$ cat config.mk
export PLATFORM = sky130hd
export DESIGN_NAME = ram_port_arbiter
export DESIGN_NICKNAME = d
export VERILOG_FILES = /design/src/rtl/ram_arb_pkg.sv /design/src/rtl/rr_pick3.sv /design/src/rtl/ram_port_arbiter.sv
export SDC_FILE = /design/constraint.sdc
export NUM_CORES = 1
export LEC_CHECK = 0
export BUFFER_PORTS_ARGS = -buffer_cell sky130_fd_sc_hd__buf_2
export CAP_MARGIN = 20
export CORE_ASPECT_RATIO = 0.5
export CORE_MARGIN = 1
export CORE_UTILIZATION = 39
export DETAILED_ROUTE_END_ITERATION = 7
export GPL_TIMING_DRIVEN = 0
export PLACE_DENSITY = 0.87
export SYNTH_ARGS = -nofsm -noshare
export SYNTH_HDL_FRONTEND = slang
export SYNTH_SLANG_ARGS = --single-unit
$ cat constraint.sdc
create_clock -name clk -period 3.2 [get_ports clk]
set_clock_uncertainty 0.15 [all_clocks]
set_input_delay 0.64 -clock clk [delete_from_list [all_inputs] [get_ports clk]]
set_output_delay 0.64 -clock clk [all_outputs]
set_load 0.1 [all_outputs]
$ cat src/rtl/ram_arb_pkg.sv
// Shared types and helpers for the block-RAM port arbiter.
package ram_arb_pkg;

    localparam int ADDR_W_DEF = 10;
    localparam int DATA_W_DEF = 8;

    typedef enum logic [1:0] {
        REQ_FETCH = 2'd0,
        REQ_EXEC  = 2'd1,
        REQ_TASK  = 2'd2
    } req_id_t;

    typedef enum logic {
        ARB_SHARED = 1'b0,
        ARB_LOCKED = 1'b1
    } arb_state_t;

    function automatic req_id_t next_id(input req_id_t id);
        case (id)
            REQ_FETCH: next_id = REQ_EXEC;
            REQ_EXEC:  next_id = REQ_TASK;
            REQ_TASK:  next_id = REQ_FETCH;
            default:   next_id = REQ_FETCH;
        endcase
    endfunction

    function automatic req_id_t onehot_to_id(input logic [2:0] oh);
        case (oh)
            3'b010:  onehot_to_id = REQ_EXEC;
            3'b100:  onehot_to_id = REQ_TASK;
            default: onehot_to_id = REQ_FETCH;
        endcase
    endfunction

endpackage

$ cat src/rtl/rr_pick3.sv
// Three-way round-robin picker: first requester at or after ptr in FETCH->EXEC->TASK order.
module rr_pick3 (
    input  logic [2:0] req,
    input  logic [1:0] ptr,
    output logic [2:0] gnt
);

    // search order rotates with the pointer
    always_comb begin
        gnt = 3'b000;
        case (ptr)
            2'd0: begin
                if (req[0])      gnt = 3'b001;
                else if (req[1]) gnt = 3'b010;
                else if (req[2]) gnt = 3'b100;
                else             gnt = 3'b000;
            end
            2'd1: begin
                if (req[1])      gnt = 3'b010;
                else if (req[2]) gnt = 3'b100;
                else if (req[0]) gnt = 3'b001;
                else             gnt = 3'b000;
            end
            2'd2: begin
                if (req[2])      gnt = 3'b100;
                else if (req[0]) gnt = 3'b001;
                else if (req[1]) gnt = 3'b010;
                else             gnt = 3'b000;
            end
            default: gnt = 3'b000;
        endcase
    end

endmodule

$ cat src/rtl/ram_port_arbiter.sv
// Shares a simple dual-port block RAM (A write, B read) between FETCH, EXEC and TASK.
module ram_port_arbiter
    import ram_arb_pkg::*;
#(
    parameter int ADDR_W = ADDR_W_DEF,
    parameter int DATA_W = DATA_W_DEF,
    parameter bit RR_EN  = 1'b1
) (
    input  logic              clk,
    input  logic              rst,
    input  logic              task_lock,
    output logic              task_owner,
    input  logic              f_rd_req,
    input  logic [ADDR_W-1:0] f_rd_addr,
    output logic              f_rd_gnt,
    output logic              f_rd_valid,
    output logic [DATA_W-1:0] f_rd_data,
    input  logic              e_rd_req,
    input  logic [ADDR_W-1:0] e_rd_addr,
    output logic              e_rd_gnt,
    output logic              e_rd_valid,
    output logic [DATA_W-1:0] e_rd_data,
    input  logic              t_rd_req,
    input  logic [ADDR_W-1:0] t_rd_addr,
    output logic              t_rd_gnt,
    output logic              t_rd_valid,
    output logic [DATA_W-1:0] t_rd_data,
    input  logic              e_wr_req,
    input  logic [ADDR_W-1:0] e_wr_addr,
    input  logic [DATA_W-1:0] e_wr_data,
    output logic              e_wr_gnt,
    input  logic              t_wr_req,
    input  logic [ADDR_W-1:0] t_wr_addr,
    input  logic [DATA_W-1:0] t_wr_data,
    output logic              t_wr_gnt,
    output logic              ena,
    output logic              wea,
    output logic [ADDR_W-1:0] addra,
    output logic [DATA_W-1:0] dia,
    output logic              enb,
    output logic [ADDR_W-1:0] addrb,
    input  logic [DATA_W-1:0] dob
);

    arb_state_t state_r;
    req_id_t    ptr_r;
    req_id_t    ptr_next_s;
    logic [2:0] tag_r;
    logic       locked_s;
    logic       t_wr_win_s;
    logic       e_wr_win_s;
    logic       wr_any_s;
    logic [2:0] rd_req_s;
    logic [2:0] coll_s;
    logic [2:0] elig_s;
    logic [2:0] rr_gnt_s;
    logic [2:0] pre_gnt_s;
    logic [2:0] fx_gnt_s;
    logic [2:0] rd_gnt_s;

    assign locked_s = (state_r == ARB_LOCKED);

    // write port A: TASK beats EXEC, EXEC stalls while TASK owns the RAM
    always_comb begin
        t_wr_win_s = rst & t_wr_req;
        e_wr_win_s = rst & e_wr_req & ~t_wr_req & ~locked_s;
        wr_any_s   = t_wr_win_s | e_wr_win_s;
        ena        = wr_any_s;
        wea        = wr_any_s;
        if (t_wr_win_s) begin
            addra = t_wr_addr;
            dia   = t_wr_data;
        end else if (e_wr_win_s) begin
            addra = e_wr_addr;
            dia   = e_wr_data;
        end else begin
            addra = {ADDR_W{1'b0}};
            dia   = {DATA_W{1'b0}};
        end
    end

    // read candidates: lock mask, then drop any that hit this cycle's write address
    always_comb begin
        rd_req_s = {t_rd_req, e_rd_req & ~locked_s, f_rd_req & ~locked_s} & {3{rst}};
        coll_s   = {wr_any_s & (t_rd_addr == addra),
                    wr_any_s & (e_rd_addr == addra),
                    wr_any_s & (f_rd_addr == addra)};
        elig_s   = rd_req_s & ~coll_s;
    end

    rr_pick3 u_pick (
        .req (elig_s),
        .ptr (ptr_r),
        .gnt (rr_gnt_s)
    );

    // unmasked pick tells us who was first in line before collision deferral
    rr_pick3 u_pre (
        .req (rd_req_s),
        .ptr (ptr_r),
        .gnt (pre_gnt_s)
    );

    // final read grant, pointer update and port B drive
    always_comb begin
        if (elig_s[2])      fx_gnt_s = 3'b100;
        else if (elig_s[1]) fx_gnt_s = 3'b010;
        else if (elig_s[0]) fx_gnt_s = 3'b001;
        else                fx_gnt_s = 3'b000;

        rd_gnt_s = RR_EN ? rr_gnt_s : fx_gnt_s;

        if (rd_gnt_s == 3'b000)        ptr_next_s = ptr_r;
        else if (pre_gnt_s != rd_gnt_s) ptr_next_s = onehot_to_id(pre_gnt_s);
        else                            ptr_next_s = next_id(onehot_to_id(rd_gnt_s));

        enb = |rd_gnt_s;
        case (rd_gnt_s)
            3'b001:  addrb = f_rd_addr;
            3'b010:  addrb = e_rd_addr;
            3'b100:  addrb = t_rd_addr;
            default: addrb = {ADDR_W{1'b0}};
        endcase
    end

    // ownership FSM with registered task_owner
    always_ff @(posedge clk or negedge rst) begin
        if (!rst) begin
            state_r    <= ARB_SHARED;
            task_owner <= 1'b0;
        end else begin
            case (state_r)
                ARB_SHARED: begin
                    if (task_lock && !e_wr_win_s) begin
                        state_r    <= ARB_LOCKED;
                        task_owner <= 1'b1;
                    end else begin
                        state_r    <= ARB_SHARED;
                        task_owner <= 1'b0;
                    end
                end
                ARB_LOCKED: begin
                    if (!task_lock) begin
                        state_r    <= ARB_SHARED;
                        task_owner <= 1'b0;
                    end else begin
                        state_r    <= ARB_LOCKED;
                        task_owner <= 1'b1;
                    end
                end
                default: begin
                    state_r    <= ARB_SHARED;
                    task_owner <= 1'b0;
                end
            endcase
        end
    end

    // read owner tag and round-robin pointer
    always_ff @(posedge clk or negedge rst) begin
        if (!rst) begin
            tag_r <= 3'b000;
            ptr_r <= REQ_FETCH;
        end else begin
            tag_r <= rd_gnt_s;
            ptr_r <= ptr_next_s;
        end
    end

    assign f_rd_gnt   = rd_gnt_s[0];
    assign e_rd_gnt   = rd_gnt_s[1];
    assign t_rd_gnt   = rd_gnt_s[2];
    assign f_rd_valid = tag_r[0];
    assign e_rd_valid = tag_r[1];
    assign t_rd_valid = tag_r[2];
    assign f_rd_data  = dob;
    assign e_rd_data  = dob;
    assign t_rd_data  = dob;
    assign e_wr_gnt   = e_wr_win_s;
    assign t_wr_gnt   = t_wr_win_s;

endmodule

# After elaboration in Yosys (flattened, before gate mapping)
# Cells that the tools add are included.
[totals] reg_bits=6 latch_bits=0 mem_bits_rw=0 rom_bits=0 input_bits=82 output_inout_bits=64 elab_cells=70 n_memories=0
[op_classes] addsub=0 multipliers=0 n_div=0 n_lt_le_gt_ge=0 n_eq_ne=12 shift=0 mux=34 bitwise=15 n_reduce_logical=6
[ops] op="3-bit two-way mux" count=14
[ops] op="10-bit equality test" count=3
[ops] op="10-bit one-hot mux with 3 select lines" count=1
[ops] op="10-bit two-way mux" count=2
[ops] op="3-bit one-hot mux with 3 select lines" count=2
[ops] op="8-bit two-way mux" count=2
[ops] op="2-bit one-hot mux with 2 select lines" count=3
[ops] op="2-bit two-way mux" count=5
[ops] op="1-bit AND" count=9
[ops] op="3-bit AND" count=2
[ops] op="3-bit by 2-bit equality test with 1-bit output (second input constant)" count=2
[ops] op="3-bit equality test (second input constant)" count=2
[ops] op="2-bit by 1-bit equality test with 1-bit output (second input constant)" count=2
[ops] op="2-bit logical NOT" count=2
[ops] op="1-bit two-way mux" count=4
[ops] op="3-bit by 1-bit equality test with 1-bit output (second input constant)" count=1
[ops] op="3-bit logical NOT" count=1
[ops] op="3-bit != test" count=1
[ops] op="3-bit inverter" count=1
[ops] op="3-bit OR reduction" count=1
[ops] op="2-bit equality test (second input constant)" count=1
[ops] op="1-bit inverter" count=2
[ops] op="1-bit one-hot mux with 2 select lines" count=1
[ops] op="1-bit logical AND" count=1
[ops] op="2 further kinds" count=2

# Longest topological paths before layout
# Gate-level depths: netlist of run 1.
[depth] ltp_word=20 mapped_depth=12 mapped_depth_nobuf=11

# By module
# From an unflattened synthesis of run 1, not the netlist that was laid out.
[hier_totals] cells_unflattened=265 hier_area_um2=1841.8
[by_module_without_submodules] mod="ram_port_arbiter" instances=1 cells_per_inst=247 area_each_um2=1726.7 seq_area_each_um2=150.1
[by_module_without_submodules] mod="rr_pick3" instances=2 cells_per_inst=9 area_each_um2=57.6 seq_area_each_um2=0.0

# Least setup slack after synthesis of run 1
# No wires, ideal clock.
[synth_timing] path_type="input to output" start="input rst" end="output addrb[9]" t_arrival_ns=4.997 required_time_ns=2.410 path_slack_ns=-2.587 stages=10 path_buffers=2 cell_sequence="buf_2 nand2_1 inv_2 buf_1 o32ai_1 nand4_1 o21a_1 o22ai_2 nand2_1 o21ai_0"
[synth_between] elab_cells_between_ends=30 classes_between="eq/ne: 6; mux: 13; bitwise: 11"
[synth_rtl] item="start, declared" line="ram_port_arbiter.sv:10" source="input logic rst,"
[synth_rtl] item="1-bit AND *" line="ram_port_arbiter.sv:65" source="t_wr_win_s = rst & t_wr_req;"
[synth_rtl] item="via t_wr_gnt" line="ram_port_arbiter.sv:35" source="output logic t_wr_gnt,"
[synth_rtl] item="10-bit two-way mux" line="ram_port_arbiter.sv:70" source="if (t_wr_win_s) begin"
[synth_rtl] item="10-bit equality test (on tied branches)" line="ram_port_arbiter.sv:87, ram_port_arbiter.sv:85, ram_port_arbiter.sv:86"
[synth_rtl] item="1-bit AND (on tied branches)" line="ram_port_arbiter.sv:87, ram_port_arbiter.sv:85, ram_port_arbiter.sv:86"
[synth_rtl] item="3-bit inverter *" line="ram_port_arbiter.sv:88" source="elig_s = rd_req_s & ~coll_s;"
[synth_rtl] item="3-bit AND *" line="ram_port_arbiter.sv:88"
[synth_rtl] item="1-bit two-way mux, or another cell as far along" line="rr_pick3.sv:21" source="else if (req[0]) gnt = 3'b001;"
[synth_rtl] item="3-bit two-way mux (on tied branches)" line="rr_pick3.sv:20, rr_pick3.sv:14, rr_pick3.sv:26"
[synth_rtl] item="3-bit two-way mux (on tied branches)" line="rr_pick3.sv:19, rr_pick3.sv:13, rr_pick3.sv:25"
[synth_rtl] item="3-bit one-hot mux with 3 select lines *" line="rr_pick3.sv:11" source="case (ptr)"
[synth_rtl] item="3-bit equality test, or another cell as far along" line="ram_port_arbiter.sv:118" source="case (rd_gnt_s)"
[synth_rtl] item="10-bit one-hot mux with 3 select lines *" line="ram_port_arbiter.sv:118"
[synth_rtl] item="end, declared" line="ram_port_arbiter.sv:41" source="output logic [ADDR_W-1:0] addrb,"
# Mark *: on every way through the listed nets, which the timed path passes. The rest lies on a longest branch.

# Final worst setup path of run 1
[layout_timing] start="register state_r, in the netlist locked_s" end="output addrb[9]"
[layout_between] elab_chain_len=14 elab_cells_between_ends=30 classes_between="eq/ne: 6; mux: 13; bitwise: 11"
[layout_lines] item="start, declared" line="ram_port_arbiter.sv:45" source="arb_state_t state_r;"
[layout_lines] item="start signal, assigned" line="ram_port_arbiter.sv:129" source="state_r <= ARB_SHARED;"
[layout_lines] item="start signal, assigned" line="ram_port_arbiter.sv:135" source="state_r <= ARB_LOCKED;"
[layout_lines] item="start signal, assigned" line="ram_port_arbiter.sv:138" source="state_r <= ARB_SHARED;"
[layout_lines] item="1-bit inverter *"
[layout_lines] item="1-bit AND" line="ram_port_arbiter.sv:66" source="e_wr_win_s = rst & e_wr_req & ~t_wr_req & ~locked_s;"
[layout_lines] item="10-bit two-way mux" line="ram_port_arbiter.sv:73" source="end else if (e_wr_win_s) begin"
[layout_lines] item="10-bit two-way mux" line="ram_port_arbiter.sv:70"
[layout_lines] item="10-bit equality test (on tied branches)" line="ram_port_arbiter.sv:87, ram_port_arbiter.sv:85, ram_port_arbiter.sv:86"
[layout_lines] item="1-bit AND (on tied branches)" line="ram_port_arbiter.sv:87, ram_port_arbiter.sv:85, ram_port_arbiter.sv:86"
[layout_lines] item="3-bit inverter" line="ram_port_arbiter.sv:88"
[layout_lines] item="3-bit AND *" line="ram_port_arbiter.sv:88"
[layout_lines] item="1-bit two-way mux, or another cell as far along" line="rr_pick3.sv:21"
[layout_lines] item="3-bit two-way mux (on tied branches)" line="rr_pick3.sv:20, rr_pick3.sv:14, rr_pick3.sv:26"
[layout_lines] item="3-bit two-way mux (on tied branches)" line="rr_pick3.sv:19, rr_pick3.sv:13, rr_pick3.sv:25"
[layout_lines] item="3-bit one-hot mux with 3 select lines *" line="rr_pick3.sv:11"
[layout_lines] item="3-bit equality test, or another cell as far along" line="ram_port_arbiter.sv:118"
[layout_lines] item="10-bit one-hot mux with 3 select lines *" line="ram_port_arbiter.sv:118"
# Mark *: on every way between the ends. The rest lies on a longest branch, timed or not.

==> results of run 1 <==
[layout make-up]
class	instances	area, sq um
plain buffers	41	407
clock buffers	4	78.8
fillers	231	649
inverters	27	115
multi-input cells	229	2340
flip-flops and latches	6	154
well taps	70	87.6
repair buffers	181	1350
[repair_timing]
action	4_1_cts	5_1_grt
cloned	3	0
pin swaps	35	22
endpoints found under the setup margin	18	17
buffers inserted	29	21
endpoints found under the hold margin	0	0
gates resized for setup	146	20
[through the flow]
step           hold slack (ps)  cells
2_1_floorplan              194    303
3_3_place_gp               321    510
3_5_place_dp               327    510
4_1_cts                    155    545
5_1_grt                    165    558
6_report                   156    558
[per-layer routing]
layer | global-route usage [%] | vias up | routed length (microns)
met4 | 27.4 | 2 | 1340
met5 | 0 | - | 47
met2 | 70.3 | 520 | 6040
met3 | 19.8 | 185 | 2540
met1 | 53.2 | 1761 | 5070
li1 | - | 1510 | -
[power by group]
| group | switching [W] | internal (W) |
|---|---|---|
| logic | 0.000998 | 0.000518 |
| registers | 0.0000150 | 0.0000913 |
| clock network | 0.0000469 | 0.000166 |
[worst max-delay path, stage by stage, from the launching register on]
cell and delay (ps):
dfrtp_4 550, buf_4 180, nor4bb_4 340, nor2_1 140
a221oi_1 290, nand4_1 280, buf_4 240, o21ai_1 220
o32ai_4 140, buf_4 170, a22oi_1 390, o21ai_4 130
buf_12 190
[registers in the layout, indices dropped and copies added (netlist names)]
register,flops
tag_r,3
ptr_r,2
locked_s,1
[cells in the final DEF, fill, tap and decap left out, types with 4 or more instances in the layout]
cell,synthesis,routed
nor2_2,0,7
a22o_2,0,8
nand2b_1,4,4
nand2_8,0,8
o221ai_1,6,5
buf_12,0,21
nand2_1,29,8
clkbuf_16,0,4
a32oi_4,0,7
nand3b_1,7,7
mux2i_1,5,5
o22ai_1,5,5
nand3_1,5,4
o21ai_2,0,4
xnor2_1,6,6
dfrtp_1,6,5
o21ai_0,9,5
o21ai_4,0,4
nand2_4,0,9
buf_6,3,12
inv_1,25,21
buf_2,5,120
and2_1,5,4
buf_4,27,60
nand4_1,5,5
nor2b_1,13,12
nand2_2,0,4
a21oi_1,7,5
nor2_1,13,6
[how the worst max path moves through the flow]
stage                            start       end  slack, ps  depth (start not counted)
global route        locked_s$_DFF_PN0_  addrb[9]      -1130                         15
CTS                                rst  addrb[6]       -730                         14
floorplan                     t_wr_req  addrb[1]       -680                         11
detailed placement                 rst  addrb[6]      -1390                         11
global placement                   rst  addrb[6]      -1370                         11
finish              locked_s$_DFF_PN0_  addrb[9]      -1090                         12
[logic make-up after synthesis]
family	after synthesis	synth area share (%)
AND/OR/NAND/NOR	111	31.8
AO/OA/AOI/OAI	104	38.0
buffers and inverters	68	17.5
XOR/XNOR	9	3.58
flip-flops	6	6.82
multiplexers	5	2.27
==> results_dict.tcl, run 1 <==
set metrics [dict create \
    placed_area_sq_mm 0.00327 \
    failed_checks "design-rule violations, negative setup slack" \
    drv_slew 0 \
    yosysSeqAreaShare_pct 6.82 \
    drc 209 \
    postSynthCellCount 303 \
    max_slew_margin_pct 65.9 \
    yosysMostFrequentCell "nand2_1" \
    die_y_microns 55.1 \
    vias_per_cell 7.13 \
    gp_congestion 1.03 \
    synth_fp_nets 385 \
    synth-main-ff-cell "dfrtp_1" \
    critPathLaunchType "register" \
    yosys.cell_types.count 69 \
    synth_area_leaders "buf_4 (9.2%), dfrtp_1 (6.8%), nand2_1 (4.9%)" \
    p_leak_nw 2.09 \
    maxCapViolations 0 \
    reg2reg_slack_ps -320 \
    hold_viol_final 0 \
    area_delta_synth_final_pct 106 \
    synth_top_area_cell "buf_4" \
    synth_edf_count 0 \
    power.density_mw_per_mm2 405 \
    path_class "register to output port" \
    die_width_microns 108 \
    cts_made_buffers 3 \
    drive_gt1_share_pct 66.0 \
    r2r_start "locked_s$_DFF_PN0_" \
    grt_util_all_layers_pct 45.3 \
    worstSkewPairLatency_ps 230 \
    via_count 3978 \
    firstDrtPassIters 8 \
    io_pins 146 \
    n_antenna_cell 0 \
    antenna_left 0 \
    ys_ff_latch 6 \
    fin_util_pct 87.5 \
    cts_hold_buf 0 \
    design_area_sq_mm 0.00453 \
    dpl_worst_slack_ps -1390 \
    clk_pin_slew_ps 40 \
    cts_root_buf "clkbuf_16" \
    initial_core_util_pct 42.5 \
    setup_tns_ps -14320 \
    synthesis.area_sq_mm 0.00220 \
    required_ps 2410 \
    drt-initial-drc-count 912 \
    power_w 0.00184 \
    worstReg2RegEnd "ptr_r[1]$_DFFE_PN0P_" \
    synth_top_cell_area_share_pct 9.21 \
    core_sq_mm 0.00518 \
    min_period_over_period_pct 134 \
    grt_antenna_before_repair 0 \
    hpwl_microns 7430 \
    wl_microns 15000 \
    detail_route.wl_per_cell_microns 26.9 \
    worstPathMaxFanout 7 \
    run_status "finished with violations" \
    grt_setup_unrepaired "yes" \
    grt_pass1_wl_microns 19800 \
    synthArstFlopShare_pct 100 \
    endpoint_kind "output port" \
    clock_sinks 6 \
    rows 18 \
    grt_overflow 0 \
    io_buffers 137 \
    max_slew.worst_pin.slew_ps 514 \
    clockBufferDepth 2 \
    peakVddDrop_uv 490 \
    fin_ws_ps -1090 \
    layout_min_cycle_time_ps 4290 \
    final-setup-viol-count 19 \
    critPathArrivalTime_ps 3500 \
    dieArea_sq_mm 0.00597 \
    yosysWarnings 0 \
    grt_pass1_vias 3598 \
    synth.avg_cell_area_sq_um 7.26 \
    cts_tree "yes" \
    hold_class "input pin to async pin" \
    yosys-top-cells-count "nand2_1 (29), buf_4 (27), inv_1 (25)" \
    grt_max_degree 11 \
    h-tree-depth 1 \
    timing.fmax_mhz 233 \
    nets 571 \
    worstRegToRegCells 14 \
]
(Power assumes the default switching activity.)
==> run 2, diff against run 1 <==
--- a/config.mk
+++ b/config.mk
@@ -12,7 +12,8 @@
 export CORE_UTILIZATION = 39
 export DETAILED_ROUTE_END_ITERATION = 7
 export GPL_TIMING_DRIVEN = 0
-export PLACE_DENSITY = 0.87
+export PLACE_DENSITY_LB_ADDON = 0.25
+export REMOVE_ABC_BUFFERS = 1
 export SYNTH_ARGS = -nofsm -noshare
 export SYNTH_HDL_FRONTEND = slang
 export SYNTH_SLANG_ARGS = --single-unit
==> results_dict.tcl, run 2 (synthesis results as in run 1) <==
set metrics [dict create \
    grt_setup_unrepaired "yes" \
    hold_class "input pin to async pin" \
    drive_gt1_share_pct 55.0 \
    cts_made_buffers 3 \
    maxCapViolations 0 \
    timing.fmax_mhz 255 \
    max_slew.worst_pin.slew_ps 504 \
    n_antenna_cell 0 \
    p_seq_share_pct 8.1 \
    critPathLaunchType "input pin" \
    io_pins 146 \
    switching_power_w 0.000816 \
    failed_checks "negative setup slack" \
    die_width_microns 108 \
    h-tree-depth 1 \
    final_common_cell "buf_2" \
    dpl_worst_slack_ps -2490 \
    slowest_stage "o31a_1" \
    endpoint_kind "output port" \
    cts_tree "yes" \
    top_register "tag_r" \
    dp.cells 445 \
    worstSkewPairLatency_ps 230 \
    path_class "input pin to output port" \
    largest_reg_flops 3 \
    rows 18 \
    layout_common_cells "buf_2 (96), buf_4 (43), inv_1 (23), buf_12 (16)" \
    layout_min_cycle_time_ps 3910 \
    internal_power_w 0.000665 \
    nets 524 \
    peakVddDrop_uv 477 \
    via_count 3283 \
    initial_core_util_pct 42.5 \
    grt_util_all_layers_pct 35.6 \
    path_buf_inv 6 \
    clock_sinks 6 \
    critPathArrivalTime_ps 3120 \
    clkPwrFrac_pct 14.0 \
    path_cells "buf_12 -> nor3b_4 -> nand2_2 -> clkinv_4 -> buf_4 -> a31oi_4 -> xor2_1 -> nand4_1 -> o31a_1 -> buf_6 -> o22ai_4 -> buf_6 -> a32oi_1 -> nand2_2 -> buf_12" \
    fin_util_pct 73.8 \
    crit_cells 15 \
    grt_overflow 0 \
    hold_viol_final 0 \
    grt_pass1_wl_microns 15800 \
    worstRegToRegCells 15 \
    p_sw_share_pct 55.1 \
    worstPathMaxFanout 13 \
    hpwl_microns 6920 \
    detail_route.wl_per_cell_microns 22.0 \
    final-setup-viol-count 16 \
    gp_congestion 0.959 \
    clockBufferDepth 2 \
    p_leak_nw 1.78 \
    stdcell_count 510 \
    antenna_left 0 \
    grt_max_degree 25 \
    drv_slew 0 \
    grt_pass1_vias 2863 \
    slowest_delay_ps 360 \
    grt_antenna_before_repair 0 \
    clk_pin_slew_ps 40 \
    firstDrtPassIters 5 \
    drt-initial-drc-count 377 \
    cts_root_buf "clkbuf_16" \
    required_ps 2410 \
    min_period_over_period_pct 122 \
    cts_hold_buf 0 \
    design_area_sq_mm 0.00382 \
    run_status "finished with violations" \
    placed_area_sq_mm 0.00257 \
    fin_ws_ps -715 \
    die_y_microns 55.1 \
    dieArea_sq_mm 0.00597 \
    area_delta_synth_final_pct 73.7 \
    crit_family "buffers and inverters" \
    power.density_mw_per_mm2 388 \
    core_sq_mm 0.00518 \
    drc 0 \
    combPwrFrac_pct 77.9 \
    wl_microns 11200 \
    io_buffers 113 \
    whs_ps 95.8 \
    max_slew_margin_pct 66.6 \
    vias_per_cell 6.44 \
]
==> run 2: worst paths after layout <==
path                                 startpoint                    to  slack (ps)
max                                    e_wr_req              addrb[2]        -710
min                                         rst  ptr_r[1]$_DFFE_PN0P_         100
max reg2reg                  locked_s$_DFF_PN0_  ptr_r[1]$_DFFE_PN0P_        -100
min reg2reg                ptr_r[0]$_DFFE_PN0P_  ptr_r[0]$_DFFE_PN0P_         610
max in group asynchronous                   rst    locked_s$_DFF_PN0_        2620
min in group clk                      task_lock    locked_s$_DFF_PN0_         500
==> run 2: metal layers <==
metal  track usage, %  part of all wire [%]
met5                0                     0
met4             13.9                   2.8
met3             13.2                    14
met2             55.6                    43
met1             45.2                    40
==> run 2: area by class of cell <==
type	instances	area (sq um)
Clock buffer	3	75.1
Fill cell	394	1360
Inverter	27	125
Multi-Input combinational cell	229	1990
Sequential cell	6	154
Tap cell	70	87.6
Timing Repair Buffer	173	1380
Timing Repair inverter	2	8.76
==> run 2: through the flow <==
step                power (W)  setup TNS [ps]
CTS                   0.00139           -7960
floorplan            0.000718          -47970
detailed placement   0.000926          -41030
global route          0.00152          -10420
global placement     0.000923          -40760
finish                0.00148           -9140
==> run 2: power groups by stage <==
| stage | sequential [W] | combinational [W] | clock, W |
|---|---|---|---|
| after CTS | 0.000118 | 0.00106 | 0.000208 |
| after floorplan | 0.000146 | 0.000572 | 0 |
| after global routing | 0.000123 | 0.00119 | 0.000214 |
| final | 0.000120 | 0.00115 | 0.000207 |
| after global placement | 0.000118 | 0.000806 | 0 |
| after detailed placement | 0.000118 | 0.000808 | 0 |
==> run 2: timing repair <==
| action | CTS | global route |
|---|---|---|
| gates resized for setup | 124 | 37 |
| pin swaps | 20 | 36 |
| buffers inserted | 37 | 21 |
| endpoints found under the setup margin | 29 | 16 |
| cloned | 5 | 0 |
